$ cat src/rtl/divider_sequencer_if.sv
// Control/status bundle between the divider sequencer and its board-level driver.
// The slave side is the sequencer; the master side drives start/stop and the divided-clock feedback.
interface divider_sequencer_if;
  logic       start;
  logic       stop;
  logic       loop_en;
  logic [3:0] load_value;
  logic       div_clk_in;
  logic [1:0] contral;
  logic       load_enable;
  logic [3:0] load_counter;
  logic       busy;
  logic       mode_done;

  modport master (
    output start, stop, loop_en, load_value, div_clk_in,
    input  contral, load_enable, load_counter, busy, mode_done
  );

  modport slave (
    input  start, stop, loop_en, load_value, div_clk_in,
    output contral, load_enable, load_counter, busy, mode_done
  );
endinterface

$ cat src/rtl/divider_sequencer.sv
// Steps the decade divider through its four speed modes, dwelling a fixed number of
// divided-clock edges in each, then stops or reloads and loops.
module divider_sequencer #(
  parameter int DWELL_EDGES = 10,
  parameter int EDGE_W      = 8,
  parameter int LOAD_CYCLES = 5
) (
  input  logic              CLK,
  input  logic              rst,
  divider_sequencer_if.slave bus
);

  typedef enum logic [1:0] {
    IDLE    = 2'd0,
    LOAD    = 2'd1,
    RUN     = 2'd2,
    ADVANCE = 2'd3
  } state_t;

  localparam logic [EDGE_W-1:0] DWELL_TGT = EDGE_W'(DWELL_EDGES);
  localparam logic [3:0]        LOAD_LAST = 4'(LOAD_CYCLES - 1);

  state_t             state_r;
  logic               sync1_r;
  logic               sync2_r;
  logic               hist_r;
  logic               edge_s;
  logic [EDGE_W-1:0]  edge_cnt_r;
  logic [EDGE_W-1:0]  edge_cnt_inc_s;
  logic [3:0]         load_cnt_r;
  logic [1:0]         contral_r;
  logic               load_enable_r;
  logic [3:0]         load_counter_r;
  logic               busy_r;
  logic               mode_done_r;

  assign edge_s         = sync2_r & ~hist_r;
  assign edge_cnt_inc_s = edge_cnt_r + {{(EDGE_W-1){1'b0}}, 1'b1};

  // Bring div_clk_in into the CLK domain and keep one sample of history for rise detection.
  always_ff @(posedge CLK) begin
    if (rst) begin
      sync1_r <= 1'b0;
      sync2_r <= 1'b0;
      hist_r  <= 1'b0;
    end else begin
      sync1_r <= bus.div_clk_in;
      sync2_r <= sync1_r;
      hist_r  <= sync2_r;
    end
  end

  // Sequencer state machine; every output is a register updated here.
  always_ff @(posedge CLK) begin
    if (rst) begin
      state_r        <= IDLE;
      edge_cnt_r     <= '0;
      load_cnt_r     <= 4'd0;
      contral_r      <= 2'b00;
      load_enable_r  <= 1'b0;
      load_counter_r <= 4'd0;
      busy_r         <= 1'b0;
      mode_done_r    <= 1'b0;
    end else begin
      mode_done_r <= 1'b0;
      case (state_r)
        IDLE: begin
          busy_r        <= 1'b0;
          load_enable_r <= 1'b0;
          edge_cnt_r    <= '0;
          if (bus.start) begin
            state_r        <= LOAD;
            load_counter_r <= bus.load_value;
            contral_r      <= 2'b00;
            load_cnt_r     <= 4'd0;
            load_enable_r  <= 1'b1;
            busy_r         <= 1'b1;
          end else begin
            state_r <= IDLE;
          end
        end
        LOAD: begin
          if (bus.stop) begin
            state_r       <= IDLE;
            busy_r        <= 1'b0;
            load_enable_r <= 1'b0;
            edge_cnt_r    <= '0;
          end else if (load_cnt_r == LOAD_LAST) begin
            state_r       <= RUN;
            load_enable_r <= 1'b0;
            edge_cnt_r    <= '0;
          end else begin
            load_cnt_r <= load_cnt_r + 4'd1;
          end
        end
        RUN: begin
          // stop outranks both a counted edge and a completing dwell
          if (bus.stop) begin
            state_r    <= IDLE;
            busy_r     <= 1'b0;
            edge_cnt_r <= '0;
          end else if (edge_s) begin
            edge_cnt_r <= edge_cnt_inc_s;
            if (edge_cnt_inc_s == DWELL_TGT) begin
              state_r     <= ADVANCE;
              mode_done_r <= 1'b1;
            end else begin
              state_r <= RUN;
            end
          end else begin
            state_r <= RUN;
          end
        end
        ADVANCE: begin
          edge_cnt_r <= '0;
          if (bus.stop) begin
            state_r <= IDLE;
            busy_r  <= 1'b0;
          end else if (contral_r != 2'b11) begin
            contral_r <= contral_r + 2'b01;
            state_r   <= RUN;
          end else if (bus.loop_en) begin
            contral_r      <= 2'b00;
            load_counter_r <= bus.load_value;
            load_cnt_r     <= 4'd0;
            load_enable_r  <= 1'b1;
            state_r        <= LOAD;
          end else begin
            state_r <= IDLE;
            busy_r  <= 1'b0;
          end
        end
        default: begin
          state_r       <= IDLE;
          busy_r        <= 1'b0;
          load_enable_r <= 1'b0;
          edge_cnt_r    <= '0;
        end
      endcase
    end
  end

  assign bus.contral      = contral_r;
  assign bus.load_enable  = load_enable_r;
  assign bus.load_counter = load_counter_r;
  assign bus.busy         = busy_r;
  assign bus.mode_done    = mode_done_r;

endmodule

$ cat src/flat_wrapper.sv
// flat-port wrapper written by rule: the top's interface ports become plain ports
module divider_sequencer_flat 
#(
  parameter int DWELL_EDGES = 10,
  parameter int EDGE_W      = 8,
  parameter int LOAD_CYCLES = 5
)
  (CLK, rst, bus_start, bus_stop, bus_loop_en, bus_load_value, bus_div_clk_in, bus_contral, bus_load_enable, bus_load_counter, bus_busy, bus_mode_done);
  divider_sequencer_if bus_i ();
  input  logic CLK;
  input  logic rst;
  input wire logic [$bits(bus_i.start)-1:0] bus_start;
  input wire logic [$bits(bus_i.stop)-1:0] bus_stop;
  input wire logic [$bits(bus_i.loop_en)-1:0] bus_loop_en;
  input wire logic [$bits(bus_i.load_value)-1:0] bus_load_value;
  input wire logic [$bits(bus_i.div_clk_in)-1:0] bus_div_clk_in;
  output wire logic [$bits(bus_i.contral)-1:0] bus_contral;
  output wire logic [$bits(bus_i.load_enable)-1:0] bus_load_enable;
  output wire logic [$bits(bus_i.load_counter)-1:0] bus_load_counter;
  output wire logic [$bits(bus_i.busy)-1:0] bus_busy;
  output wire logic [$bits(bus_i.mode_done)-1:0] bus_mode_done;
  assign bus_i.start = bus_start;
  assign bus_i.stop = bus_stop;
  assign bus_i.loop_en = bus_loop_en;
  assign bus_i.load_value = bus_load_value;
  assign bus_i.div_clk_in = bus_div_clk_in;
  assign bus_contral = bus_i.contral;
  assign bus_load_enable = bus_i.load_enable;
  assign bus_load_counter = bus_i.load_counter;
  assign bus_busy = bus_i.busy;
  assign bus_mode_done = bus_i.mode_done;
  divider_sequencer #(.DWELL_EDGES(DWELL_EDGES), .EDGE_W(EDGE_W), .LOAD_CYCLES(LOAD_CYCLES)) u_core (.CLK(CLK), .rst(rst), .bus(bus_i));
endmodule
$ cat config.mk
export PLATFORM = sky130hd
export DESIGN_NAME = divider_sequencer_flat
export DESIGN_NICKNAME = d
export VERILOG_FILES = /design/src/rtl/divider_sequencer_if.sv /design/src/rtl/divider_sequencer.sv /design/src/flat_wrapper.sv
export SDC_FILE = /design/constraint.sdc
export NUM_CORES = 1
export LEC_CHECK = 0
export ABC_AREA = 1
export CELL_PAD_IN_SITES_DETAIL_PLACEMENT = 1
export CELL_PAD_IN_SITES_GLOBAL_PLACEMENT = 1
export CORE_UTILIZATION = 39
export CTS_CLUSTER_SIZE = 30
export DETAILED_ROUTE_END_ITERATION = 12
export PLACE_DENSITY = 0.85
export SYNTH_ARGS = -nofsm -noshare
export SYNTH_HDL_FRONTEND = slang
export SYNTH_SLANG_ARGS = --single-unit
$ cat constraint.sdc
create_clock -name CLK -period 1.6 [get_ports CLK]
set_input_delay 0.16 -clock CLK [delete_from_list [all_inputs] [get_ports CLK]]
set_output_delay 0.16 -clock CLK [all_outputs]
set_load 0.05 [all_outputs]
# After elaboration in Yosys (flattened, before gate mapping)
# Cells that the tools add are included.
[word_totals]
reg_bits = 26
elab_cells = 93
out_inout_bits = 9
inputBits = 10
[op_classes]
addsub = 3
bitwise = 4
muxes = 45
n_eq_ne = 18
n_reduce_logical = 12
[op_table]
columns = ["operator", "n"]
rows = [
  ["$mux 4", 10],
  ["$mux 8", 4],
  ["$pmux 8 s3", 1],
  ["$mux 2", 9],
  ["$mux 1", 15],
  ["$ne 2x2->1 const B", 7],
  ["$pmux 4 s3", 1],
  ["$reduce_and 5->1", 2],
  ["$ne 3x2->1 const B", 3],
  ["$add 8x1->8 const B", 1],
  ["$eq 8x4->1 const B", 1],
  ["$pmux 2 s4", 1],
  ["$pmux 4 s2", 1],
  ["$reduce_and 7->1", 1],
  ["$ne 3x3->1 const B", 2],
  ["$pmux 1 s3", 2],
  ["$add 4x1->4 const B", 1],
  ["$eq 2x2->1 const B", 2],
  ["$eq 4x3->1 const B", 1],
  ["$pmux 2 s2", 1],
  ["$reduce_and 4->1", 1],
  ["$reduce_or 2->1", 2],
  ["$reduce_or 4->1", 1],
  ["$not 1->1", 3],
  ["9 further kinds", 9],
]

# Longest topological paths before layout
# Gate-level depths: netlist of run 1.
[logic_depth]
word_depth = 6
depth_mapped = 11
depth_no_buf = 11

# Worst setup path after synthesis of run 1
# Ideal clock, no wire load.
[synth_path]
path_type = "register to register"
from = "register u_core.contral_r[0] (netlist: u_core.bus.contral[0])"
to = "register u_core.load_cnt_r[3]"
t_arrival_ps = 1605
setup_slack_ps = -127
path_stages_with_launch = 7
t_required_ps = 1478
path_buffers = 0
setup_time_ps = 122
period_less_slack_ps = 1727
path_cell_list = "dfxtp_1 -> ha_1 -> a21oi_2 -> nor2_1 -> nand3_2 -> o21ai_2 -> nor3b_2"
[synth_between]
elab_chain_len = 3
[synth_lines]
columns = ["element", "line_no", "rtl"]
rows = [
  ["start, declared", "divider_sequencer.sv:31", "logic [1:0] contral_r;"],
  ["start signal, assigned", "divider_sequencer.sv:120", "contral_r <= contral_r + 2'b01;"],
  ["$ne 2x2->1", "divider_sequencer.sv:119", "end else if (contral_r != 2'b11) begin"],
  ["$ne 2x2->1 (no line)", "n/a", ""],
  ["$reduce_and 7->1 (no line)", "n/a", ""],
  ["end signal, assigned", "divider_sequencer.sv:93", "load_cnt_r <= load_cnt_r + 4'd1;"],
  ["end, declared", "divider_sequencer.sv:30", "logic [3:0] load_cnt_r;"],
]
# No other way between the ends.
# A chain may end at the register's enable or synchronous reset.

# Worst setup path in the final report of run 1
[layout_path]
from = "register u_core.state_r[0]"
to = "register u_core.load_cnt_r[3]"
[layout_between]
elab_chain_len = 3
word_cells_on_any_way = 12
cone_classes = "8 x eq/ne; 1 x mux; 3 x reduce/logical"
[layout_lines]
columns = ["element", "line_no", "rtl"]
rows = [
  ["start, declared", "divider_sequencer.sv:23", "state_t state_r;"],
  ["start signal, assigned", "divider_sequencer.sv:56", "state_r <= IDLE;"],
  ["start signal, assigned", "divider_sequencer.sv:72", "state_r <= LOAD;"],
  ["start signal, assigned", "divider_sequencer.sv:79", "state_r <= IDLE;"],
  ["$eq 2x1->1 (tied with other cells)", "divider_sequencer.sv:66", "case (state_r)"],
  ["$ne 2x2->1 (no line) or $reduce_bool 3->1 (tied branches)", "n/a", ""],
  ["$reduce_and 7->1 (no line)", "n/a", ""],
]
# Several ways; a longest one is shown, not always the timed one.

==> metrics.md, run 1 <==
| Metric | Value |
|---|---|
| DRC errors left | `0` |
| Largest net degree at the start of global routing | `15` |
| Crit path DAT | `around 1.8 ns` |
| N_diodes | `0` |
| Drt first pass iters | `4` |
| DRT Wirelength | `about 3900 um` |
| Synth Instances | `200` |
| Critical path's slowest cell | `dfxtp_2` |
| Number of port buffers | `18` |
| Syn Area/Cell | `between 7 and 8 sq um` |
| Ys Warns | `0` |
| Area Overhead vs Synth | `34.50%` |
| Min-delay src | `bus_div_clk_in` |
| RSZ-0062 raised after global routing | `true` |
| CTS tree | `built` |
| CP delay by family, top | `simple AND/OR/NAND/NOR gates` |
| Sink Count | `26` |
| Pleak | `0.0008273 uW` |
| Reg2Reg Depth | `7` |
| Fin Clk Skew | `0.01037 ns` |
| Gr ovfl total | `0` |
| WP buf/inv | `1` |
| Clock slew at the register clock pins of the worst setup and hold paths | `0.15 ns` |
| Iter 0 DRT Violations | `51` |
| Post-Syn Nets | `220` |
| Initial antenna violation count | `0` |
| Max-Cap Viols | `0` |
| Synth cell count leaders | `nand2_1 (33), nor2_1 (31), dfxtp_1 (26), inv_1 (26)` |
| Final HPWL DP | `roughly 2800 um` |
| Max-slew violation count | `0` |
| Distinct cells, synth | `29` |
| Sequential fraction of the synthesis area | `around 36%` |
| Root Driver | `clkbuf_4` |
| Core footprint | `~3400 sq um` |
| First-pass GRT wire length | `6444 um` |
| Count leader, synth | `nand2_1` |
| Post-synthesis register bit count | `26` |
| Final nets | `261` |
| Largest cells by area after synthesis | `dfxtp_1 (36%), ha_1 (8.8%), nand2_1 (8.7%)` |
| RePlAce Congestion | `between 0.8 and 0.9` |
| Period utilization | `between 90% and 100%` |
| Worst Hold End | `u_core.sync1_r$_SDFF_PP0_` |
| Number of synthesized flops with an enable pin | `0` |
| CP required | `1.83 ns` |
| Design Power | `between 1500 and 2000 uW` |
| Wire length per cell | `about 14 um` |
| # hold bufs at CTS | `0` |
| Final Non-Filler Cells | `around 290` |
| Asr flop ratio synth | `0%` |
| Antenna viol nets, final | `0` |
| I/O Pins | `19` |
| Post-synth top area share | `36.43%` |
| Vias | `between 1,000 and 1,500` |
| Hold path cells | `3` |
| Pre-CTS setup slack | `-0.08459 ns` |
| Setup crit end kind | `flop` |
| Via-to-Cell Ratio | `5.024` |
| CP max FO | `7` |
| Fmax | `around 650 MHz` |
| Die Y-Extent | `~63 um` |
| Final worst setup slack | `approximately 0.066 ns` |
| Sequential standard cell area | `529.3 sq um` |
| Share of cells above drive strength 1 | `between 30% and 40%` |
| Die area | `slightly below 4000 sq um` |
| RR Endpoint | `u_core.load_cnt_r[3]$_SDFFE_PP0P_` |
| Worst hold slack | `between 0.3 and 0.4 ns` |
| Cell area after placement | `between 1500 and 2000 sq um` |
| Final setup vio count | `0` |
| Htree depth | `1` |
| FF-to-FF Start | `u_core.state_r[0]$_SDFFE_PP0P_` |
| Max incr delay on CP | `roughly 0.36 ns` |
| Register-to-register setup slack | `roughly 0.066 ns` |
| Multi-input logic area | `885.9 sq um` |
| Fillers | `approximately 450` |
| CP Class | `reg -> reg` |
| Final-report hold violation count | `0` |
| TritonCTS buffer count | `3` |
| Overall fraction of global-route tracks in use | `between 20% and 30%` |
| Design area | `~1900 sq um` |
| Status | `finished clean` |
| Die width | `around 63 um` |
| Post-synth top area cell | `dfxtp_1` |
| Max-slew headroom | `78.39%` |
| Placed cells | `280` |
| CP startpoint kind | `flop` |
| Initial Utilization | `around two fifths` |
| Worst-margin pin slew | `roughly 0.32 ns` |
| Power Density | `about 900 nW/um^2` |
| Max Buffers Root-to-Sink | `2` |
| HP Class | `in -> reg` |
| Worst-skew pair later-pin latency | `about 0.33 ns` |
| Number of global-route vias before repair | `1,484` |
| Minimum clock period | `1.534 ns` |
| Mapped Area | `1429 sq um` |
| Worst vdd ir | `approximately 0.00062 V` |
| Primary FF master, synth | `dfxtp_1` |
| Std cell rows | `21` |
| Critical-path cell list | `ha_1, inv_2, a21oi_2, nor2_2, nand3_4, nor3_1, nor3b_2` |
metrics by stage:
step	utilization [%]	TNS [ns]
2_1_floorplan	-	0
3_3_place_gp	51.83	0
3_5_place_dp	51.83	-0.3070
4_1_cts	53.59	0
5_1_grt	56.26	-0.1877
6_report	56.26	0
final cells by class:
type / count / share of cell area (%)
Clock buffer: 4 / 1.888
Inverter: 28 / 5.469
Multi-Input combinational cell: 145 / 46.09
Sequential cell: 26 / 27.54
Tap cell: 46 / 2.995
Timing Repair Buffer: 37 / 16.02
where the power goes:
group          internal [uW]  switching, uW
sequential               706           36.5
clock                    139            206
combinational            246            401
worst reg2reg max path, delay by kind of cell (launching register included):
family          cells  cell delay [ns]
simple gates        4             0.63
fa+ha+maj           1             0.25
compound gates      1             0.06
buf+inv             1             0.12
flops               1             0.36
worst max-delay path by stage:
stage / start / endpoint / slack [ns] / depth (start not counted)
after detailed placement: u_core.state_r[0]$_SDFFE_PP0P_ / u_core.bus.load_counter[2]$_SDFFE_PP0P_ / -0.08 / 10
after floorplan: u_core.bus.contral[0]$_SDFFE_PP0P_ / u_core.load_cnt_r[3]$_SDFFE_PP0P_ / 0.07 / 6
final: u_core.state_r[0]$_SDFFE_PP0P_ / u_core.load_cnt_r[3]$_SDFFE_PP0P_ / 0.07 / 7
after CTS: u_core.state_r[0]$_SDFFE_PP0P_ / u_core.edge_cnt_r[5]$_SDFFE_PP0P_ / 0.003 / 9
after global routing: u_core.state_r[0]$_SDFFE_PP0P_ / u_core.load_cnt_r[3]$_SDFFE_PP0P_ / -0.06 / 8
after global placement: bus_stop / u_core.load_cnt_r[3]$_SDFFE_PP0P_ / 0.03 / 7
sequential cells by signal (all words and copies together) (netlist names):
register                 count
u_core.edge_cnt_r            8
u_core.bus.load_counter      4
u_core.load_cnt_r            4
u_core.bus.contral           2
u_core.state_r               2
u_core.bus.busy              1
u_core.bus.load_enable       1
u_core.bus.mode_done         1
u_core.hist_r                1
u_core.sync1_r               1
u_core.sync2_r               1
cell usage in the layout, fill, tap and decap left out, types with 2 or more instances in the layout:
cell and n:
a21oi_1 12, a21oi_2 3, a22oi_1 2, buf_4 26
buf_6 2, clkbuf_4 3, clkdlybuf4s50_1 9, dfxtp_1 19
dfxtp_2 7, ha_1 6, ha_2 2, ha_4 2
inv_1 19, inv_2 9, nand2_1 32, nand2_2 5
nand3_1 13, nand3b_1 3, nor2_1 26, nor2_2 6
nor2_4 3, nor3_1 5, o21ai_0 7, o21ai_1 4
metal layers:
layer  routed length, um  vias up  track usage, %
li1                    -      724               -
met1                1920      700           27.08
met2                1910        8           34.78
met3                  54        5           2.190
met4                  39        0           5.233
met5                   0        -               0
repair_timing:
| item | 4_1_cts | 5_1_grt |
|---|---|---|
| gates cloned | 0 | 0 |
| setup endpoints to repair | 11 | 19 |
| resized for setup | 9 | 26 |
| pin swaps | 1 | 7 |
| buffers inserted | 0 | 2 |
cell families after synthesis:
logic type | count (synthesis) | synth area share [%]
and+or+nand+nor | 100 | 32.49
AOI/OAI and AO/OA | 34 | 14.10
buffers and inverters | 29 | 7.618
DFF | 26 | 36.43
adders and majority gates | 10 | 8.757
xor gates and xnor gates | 1 | 0.6131
Note: power is estimated with default switching activity, not from simulation.
==> run 2, diff against run 1 <==
--- a/config.mk
+++ b/config.mk
@@ -11,7 +11,9 @@
 export CORE_UTILIZATION = 39
 export CTS_CLUSTER_SIZE = 30
 export DETAILED_ROUTE_END_ITERATION = 12
+export GPL_TIMING_DRIVEN = 0
 export PLACE_DENSITY = 0.85
+export SETUP_SLACK_MARGIN = 0.05
 export SYNTH_ARGS = -nofsm -noshare
 export SYNTH_HDL_FRONTEND = slang
 export SYNTH_SLANG_ARGS = --single-unit
==> run 2 against run 1 <==
Against the previous run:
- maximum frequency increased by 0.62%
- worst hold slack worse by 0.0021 ns
- routed wire length grew 9.4%
- utilization is 1.2 points higher
- first-iteration DRC count increased by 2.0%
- global-route usage up 1.5 points
- sequential share of layout area rose by 0.076 points
- via count shrank 1.0%
- clock-buffer cell count stayed put
- clock skew about the same
- non-clock buffer count fell by 9
- critical endpoint is now u_core.edge_cnt_r[3]$_SDFFE_PP0P_
==> metrics.md, run 2 (synthesized netlist as in run 1, its figures left out) <==
| Metric | Value |
|---|---|
| Clk pwr share | `19.4%` |
| Design Power | `approximately 1800 uW` |
| Pleak | `around 0.00080 uW` |
| Die Y-Extent | `about 63 um` |
| Worst-skew pair later-pin latency | `roughly 0.34 ns` |
| Htree depth | `1` |
| Iter 0 DRT Violations | `52` |
| Fillers | `~430` |
| Wire length per cell | `15.51 um` |
| Final setup vio count | `0` |
| Core footprint | `3416 sq um` |
| Final HPWL DP | `between 2000 and 3000 um` |
| CP required | `around 1.8 ns` |
| HP Class | `in -> reg` |
| RR Endpoint | `u_core.edge_cnt_r[3]$_SDFFE_PP0P_` |
| Worst Hold End | `u_core.sync1_r$_SDFF_PP0_` |
| Period utilization | `95.27%` |
| Final nets | `about 250` |
| Most frequent cells in the layout | `nand2_1 (29), nor2_1 (24), inv_1 (19), dfxtp_1 (17), nand3_1 (12)` |
| Status | `finished clean` |
| Number of global-route vias before repair | `1,489` |
| Max Buffers Root-to-Sink | `2` |
| Fin Clk Skew | `0.01036 ns` |
| Clock slew at the register clock pins of the worst setup and hold paths | `roughly 0.15 ns` |
| CTS tree | `built` |
| Die area | `~3900 sq um` |
| Multi-input logic area | `a little under 1000 sq um` |
| Via-to-Cell Ratio | `between 5 and 6` |
| Sequential standard cell area | `roughly 540 sq um` |
| Most common cell after layout, fill and taps aside | `nand2_1` |
| Top reg by flops | `u_core.edge_cnt_r` |
| # hold bufs at CTS | `0` |
| Number of port buffers | `18` |
| Crit path DAT | `between 1.5 and 2 ns` |
| CP startpoint kind | `flop` |
| Std cell rows | `21` |
| Fmax | `around 660 MHz` |
| Vias | `between 1,000 and 1,500` |
| Setup crit end kind | `flop` |
| Minimum clock period | `between 1.5 and 2 ns` |
| Antenna viol nets, final | `0` |
| TritonCTS buffer count | `3` |
| RSZ-0062 raised after global routing | `true` |
| Hold path cells | `3` |
| Drt first pass iters | `4` |
| Initial antenna violation count | `0` |
| Gr ovfl total | `0` |
| Final-report hold violation count | `0` |
| Max reg flops | `8` |
| Min-delay src | `bus_div_clk_in` |
| Gate power share | `a little under two fifths` |
| Die width | `62.53 um` |
| Reg2Reg Depth | `7` |
| Power Density | `918.2 nW/um^2` |
| RePlAce Congestion | `roughly 0.76` |
| Register-to-register setup slack | `approximately 0.076 ns` |
| First-pass GRT wire length | `approximately 6800 um` |
| Design area | `just under 2000 sq um` |
| Sw Pwr | `~700 uW` |
| Worst vdd ir | `between 0.0005 and 0.0006 V` |
| Initial Utilization | `roughly two fifths` |
| I/O Pins | `19` |
| Sw Ratio | `around 39%` |
| Max-slew headroom | `between 60% and 70%` |
| Final Util | `between 50% and 60%` |
| Sink Count | `26` |
| CP Class | `reg -> reg` |
| Share of cells above drive strength 1 | `about 30%` |
| Cell area after placement | `1669 sq um` |
| DRT Wirelength | `about 4300 um` |
| Internal | `approximately 1100 uW` |
| Overall fraction of global-route tracks in use | `between 20% and 30%` |
| Worst-margin pin slew | `0.5779 ns` |
| DRC errors left | `0` |
| CP max FO | `6` |
| Max-slew violation count | `0` |
| Largest net degree at the start of global routing | `15` |
| Sequential fraction of design power | `between 40% and 50%` |
| FF-to-FF Start | `u_core.state_r[0]$_SDFFE_PP0P_` |
| N_diodes | `0` |
| Area Overhead vs Synth | `37.30%` |
| Root Driver | `clkbuf_4` |
| Max-Cap Viols | `0` |
[run 2: per-stage QoR]
step / TNS, ns / hold WS, ns / std cells / setup WS, ns
floorplan: 0 / 0.2217 / 200 / 0.07002
global placement: -1.222 / 0.3973 / 264 / -0.1740
detailed placement: -2.531 / 0.4127 / 264 / -0.2473
CTS: 0 / 0.3367 / 271 / 0.04813
global route: 0 / 0.3650 / 277 / 0.01026
finish: 0 / 0.3544 / 277 / 0.07563
[run 2: worst max-delay path by stage]
stage                                                  start                                      end
after CTS                     u_core.state_r[0]$_SDFFE_PP0P_        u_core.load_cnt_r[1]$_SDFFE_PP0P_
after global routing          u_core.state_r[1]$_SDFFE_PP0P_  u_core.bus.load_counter[3]$_SDFFE_PP0P_
after detailed placement      u_core.state_r[0]$_SDFFE_PP0P_  u_core.bus.load_counter[2]$_SDFFE_PP0P_
after global placement        u_core.state_r[0]$_SDFFE_PP0P_  u_core.bus.load_counter[2]$_SDFFE_PP0P_
after floorplan           u_core.bus.contral[0]$_SDFFE_PP0P_        u_core.load_cnt_r[3]$_SDFFE_PP0P_
final                         u_core.state_r[0]$_SDFFE_PP0P_        u_core.edge_cnt_r[3]$_SDFFE_PP0P_
[run 2: worst max-delay path: stages (launching register included)]
cell,delay (ns)
dfxtp_4,0.44
buf_4,0.12
ha_2,0.25
nand3_4,0.14
nand3_1,0.15
inv_2,0.09
a22oi_1,0.16
nor2_1,0.05
[run 2: routing by layer]
layer	GRT usage [%]	part of all wire, %	vias to the layer above
li1	-	-	713
met1	28.13	47	687
met2	37.09	50	15
met3	1.825	1.4	7
met4	9.012	1.7	0
met5	0	0	-
[run 2: cell type report]
| type | count | area share [%] |
|---|---|---|
| tap | 46 | 2.934 |
| buffer | 1 | 0.1913 |
| clock buffer | 4 | 1.849 |
| inverter | 28 | 6.122 |
| multi-input combinational | 145 | 49.04 |
| timing repair buffer | 27 | 12.24 |
| sequential | 26 | 27.61 |
[run 2: timing repair]
| action | in CTS | in global routing |
|---|---|---|
| resized for setup | 32 | 41 |
| endpoints found under the setup margin | 29 | 22 |
| pin swaps | 5 | 13 |
| setup buffers | 3 | 6 |
[run 2: power by group through the flow]
| stage | logic, uW | clock network, uW | registers [uW] |
|---|---|---|---|
| 3_5_place_dp | 526 | 0 | 758 |
| 3_3_place_gp | 510 | 0 | 756 |
| 2_1_floorplan | 242 | 0 | 871 |
| 4_1_cts | 584 | 356 | 746 |
| 5_1_grt | 744 | 398 | 774 |
| 6_report | 689 | 349 | 763 |
==> run 3, diff against run 2 <==
--- a/config.mk
+++ b/config.mk
@@ -14,6 +14,7 @@
 export GPL_TIMING_DRIVEN = 0
 export PLACE_DENSITY = 0.85
 export SETUP_SLACK_MARGIN = 0.05
+export SKIP_CTS_REPAIR_TIMING = 1
 export SYNTH_ARGS = -nofsm -noshare
 export SYNTH_HDL_FRONTEND = slang
 export SYNTH_SLANG_ARGS = --single-unit
==> constraint.sdc (replaced) <==
create_clock -name CLK -period 1.6 [get_ports CLK]
set_input_delay 0.16 -clock CLK [delete_from_list [all_inputs] [get_ports CLK]]
set_output_delay 0.16 -clock CLK [all_outputs]
set_load 0.1 [all_outputs]
==> run 3 against run 2 <==
Against the previous run:
- worst setup slack lost 0.034 ns
- routed wire length shrank 0.23%
- worst hold slack lost 0.042 ns
- highest routed layer unchanged
==> metrics.md, run 3 (synthesized netlist as in run 1, its figures left out) <==
| Metric | Value |
|---|---|
| Internal | `between 1000 and 1500 uW` |
| Max-slew headroom | `between 60% and 70%` |
| Number of port buffers | `18` |
| Overall fraction of global-route tracks in use | `19.52%` |
| Critical-path cell list | `inv_1, ha_1, nand3_1, nand3_4, nand3_1, inv_2, a22oi_1, nor2_1` |
| Die area | `around 3900 sq um` |
| HP Class | `in -> reg` |
| Top reg by flops | `u_core.edge_cnt_r` |
| Max reg flops | `8` |
| Worst-margin pin slew | `around 0.57 ns` |
| Vias | `roughly 1,400` |
| Fin Clk Skew | `0.004989 ns` |
| RePlAce Congestion | `~0.81` |
| Power Density | `slightly below 1000 nW/um^2` |
| Sequential fraction of design power | `between 40 and 50%` |
| Period utilization | `97.37%` |
| Sw Ratio | `43.66%` |
| Final HPWL DP | `~2600 um` |
| Core footprint | `3416 sq um` |
| DRC errors left | `0` |
| Final nets | `around 250` |
| Drt first pass iters | `4` |
| Design Power | `between 1500 and 2000 uW` |
| Via-to-Cell Ratio | `approximately 5.2` |
| Max-Cap Viols | `0` |
| I/O Pins | `19` |
| Gate power share | `between 30% and 40%` |
| Setup crit end kind | `flop` |
| Worst vdd ir | `about 0.0008 V` |
| Most frequent cells in the layout | `nand2_1 (29), nor2_1 (20), inv_1 (17), dfxtp_1 (17), nand3_1 (13)` |
| Clk pwr share | `about a fifth` |
| Die Y-Extent | `62.53 um` |
| GRT met1 Usage | `about a quarter` |
| Sink Count | `26` |
| Final-report hold violation count | `0` |
| Std cell rows | `21` |
| Gr ovfl total | `0` |
| Max Buffers Root-to-Sink | `2` |
| Cell mode on critical path | `nand3_1` |
| N_diodes | `0` |
| Final setup vio count | `0` |
| Status | `finished clean` |
| Initial Utilization | `a little over two fifths` |
| CP max FO | `6` |
| DRT Wirelength | `4285 um` |
| Initial antenna violation count | `0` |
| Worst-skew pair later-pin latency | `between 0.3 and 0.4 ns` |
| Fmax | `around 640 MHz` |
| Clock slew at the register clock pins of the worst setup and hold paths | `between 0.15 and 0.2 ns` |
| Met3 Use GR | `between 4 and 5%` |
| RSZ-0062 raised after global routing | `true` |
| Final Util | `between 50% and 60%` |
| Share of cells above drive strength 1 | `between 30% and 40%` |
| Crit path DAT | `1.79 ns` |
| FF-to-FF Start | `u_core.load_cnt_r[1]$_SDFFE_PP0P_` |
| Antenna viol nets, final | `0` |
| Sw Pwr | `around 800 uW` |
| Die width | `between 60 and 70 um` |
| CP startpoint kind | `flop` |
| Pleak | `between 0.0007 and 0.0008 uW` |
| TritonCTS buffer count | `3` |
| CTS tree | `built` |
| GRT met2 Usage | `about a third` |
| Max incr delay on CP | `between 0.3 and 0.4 ns` |
| Area Overhead vs Synth | `33.10%` |
| Min-delay src | `bus_div_clk_in` |
| CP required | `1.83 ns` |
| GR peak layer | `met2` |
| Setup crit start | `u_core.load_cnt_r[1]$_SDFFE_PP0P_` |
| Critical path's slowest cell | `dfxtp_1` |
| Largest net degree at the start of global routing | `15` |
| Number of global-route vias before repair | `~1,400` |
| Most common cell after layout, fill and taps aside | `nand2_1` |
| CP Class | `reg -> reg` |
| Max-slew violation count | `0` |
| Root Driver | `clkbuf_4` |
| First-pass GRT wire length | `6127 um` |
| Iter 0 DRT Violations | `33` |
| Htree depth | `1` |
| Minimum clock period | `1.558 ns` |
| Wire length per cell | `between 15 and 20 um` |
## run 3: cell types whose count changed in the layout (fill, tap and decap cells not counted), moves of 2 or more
cell | previous run | this run
o21ai_0 | 6 | 9
clkbuf_2 | 0 | 9
a21oi_1 | 10 | 12
inv_1 | 19 | 17
inv_2 | 5 | 10
nor2_1 | 24 | 20
buf_4 | 8 | 4
dlygate4sd2_1 | 9 | 0
o21ai_2 | 3 | 0
nor3_2 | 0 | 2
nor3_1 | 6 | 4
nor2_2 | 7 | 10
inv_6 | 2 | 0
a21oi_2 | 4 | 2
## run 3: metal layers
| metal | wire (um) | vias to the layer above | share of wire, % |
|---|---|---|---|
| li1 | - | 705 | - |
| met1 | 1869 | 682 | 44 |
| met2 | 2244 | 13 | 52 |
| met3 | 77 | 10 | 1.8 |
| met4 | 93 | 0 | 2.2 |
| met5 | 0 | - | 0 |
## run 3: critical path: cells and delay by family, from the launching register on
kind            cells  cell delay [ns]
simple gates        4             0.53
compound gates      1             0.17
fa+ha+maj           1             0.18
flops               1             0.39
buf+inv             2             0.17
## run 3: power groups by stage
| stage | clock, uW | combinational [uW] | sequential, uW |
|---|---|---|---|
| floorplan | 0 | 243 | 1000 |
| global placement | 0 | 641 | 757 |
| detailed placement | 0 | 649 | 759 |
| CTS | 357 | 655 | 746 |
| global route | 401 | 786 | 757 |
| finish | 363 | 729 | 749 |
## run 3: path summary, 6_finish.rpt
kind	depth (start not counted)	end	slack [ns]
setup / recovery	8	u_core.edge_cnt_r[4]$_SDFFE_PP0P_	0.04
hold / removal	3	u_core.sync1_r$_SDFF_PP0_	0.31
setup reg to reg	8	u_core.edge_cnt_r[4]$_SDFFE_PP0P_	0.04
hold reg to reg	2	u_core.sync2_r$_SDFF_PP0_	0.43
## run 3: per-stage QoR
step | setup TNS, ns | cell area (sq um) | hold slack (ns) | std cells | setup WS [ns]
2_1_floorplan | 0 | 1449 | 0.2194 | 200 | 0.1225
3_3_place_gp | -1.261 | 1687 | 0.3990 | 264 | -0.1398
3_5_place_dp | -1.855 | 1687 | 0.4141 | 264 | -0.1683
4_1_cts | -5.817 | 1723 | 0.3277 | 268 | -0.4393
5_1_grt | -0.1528 | 1902 | 0.3048 | 273 | -0.06673
6_report | 0 | 1902 | 0.3127 | 273 | 0.04208
## run 3: final cells by class
cell class | instances | area [sq um]
fill | 437 | 1514
tap | 46 | 57.56
multi-input combinational | 145 | 975.9
sequential | 26 | 544.3
clock buffer | 4 | 36.28
timing repair buffer | 23 | 176.4
buffer | 1 | 3.754
inverter | 28 | 107.6
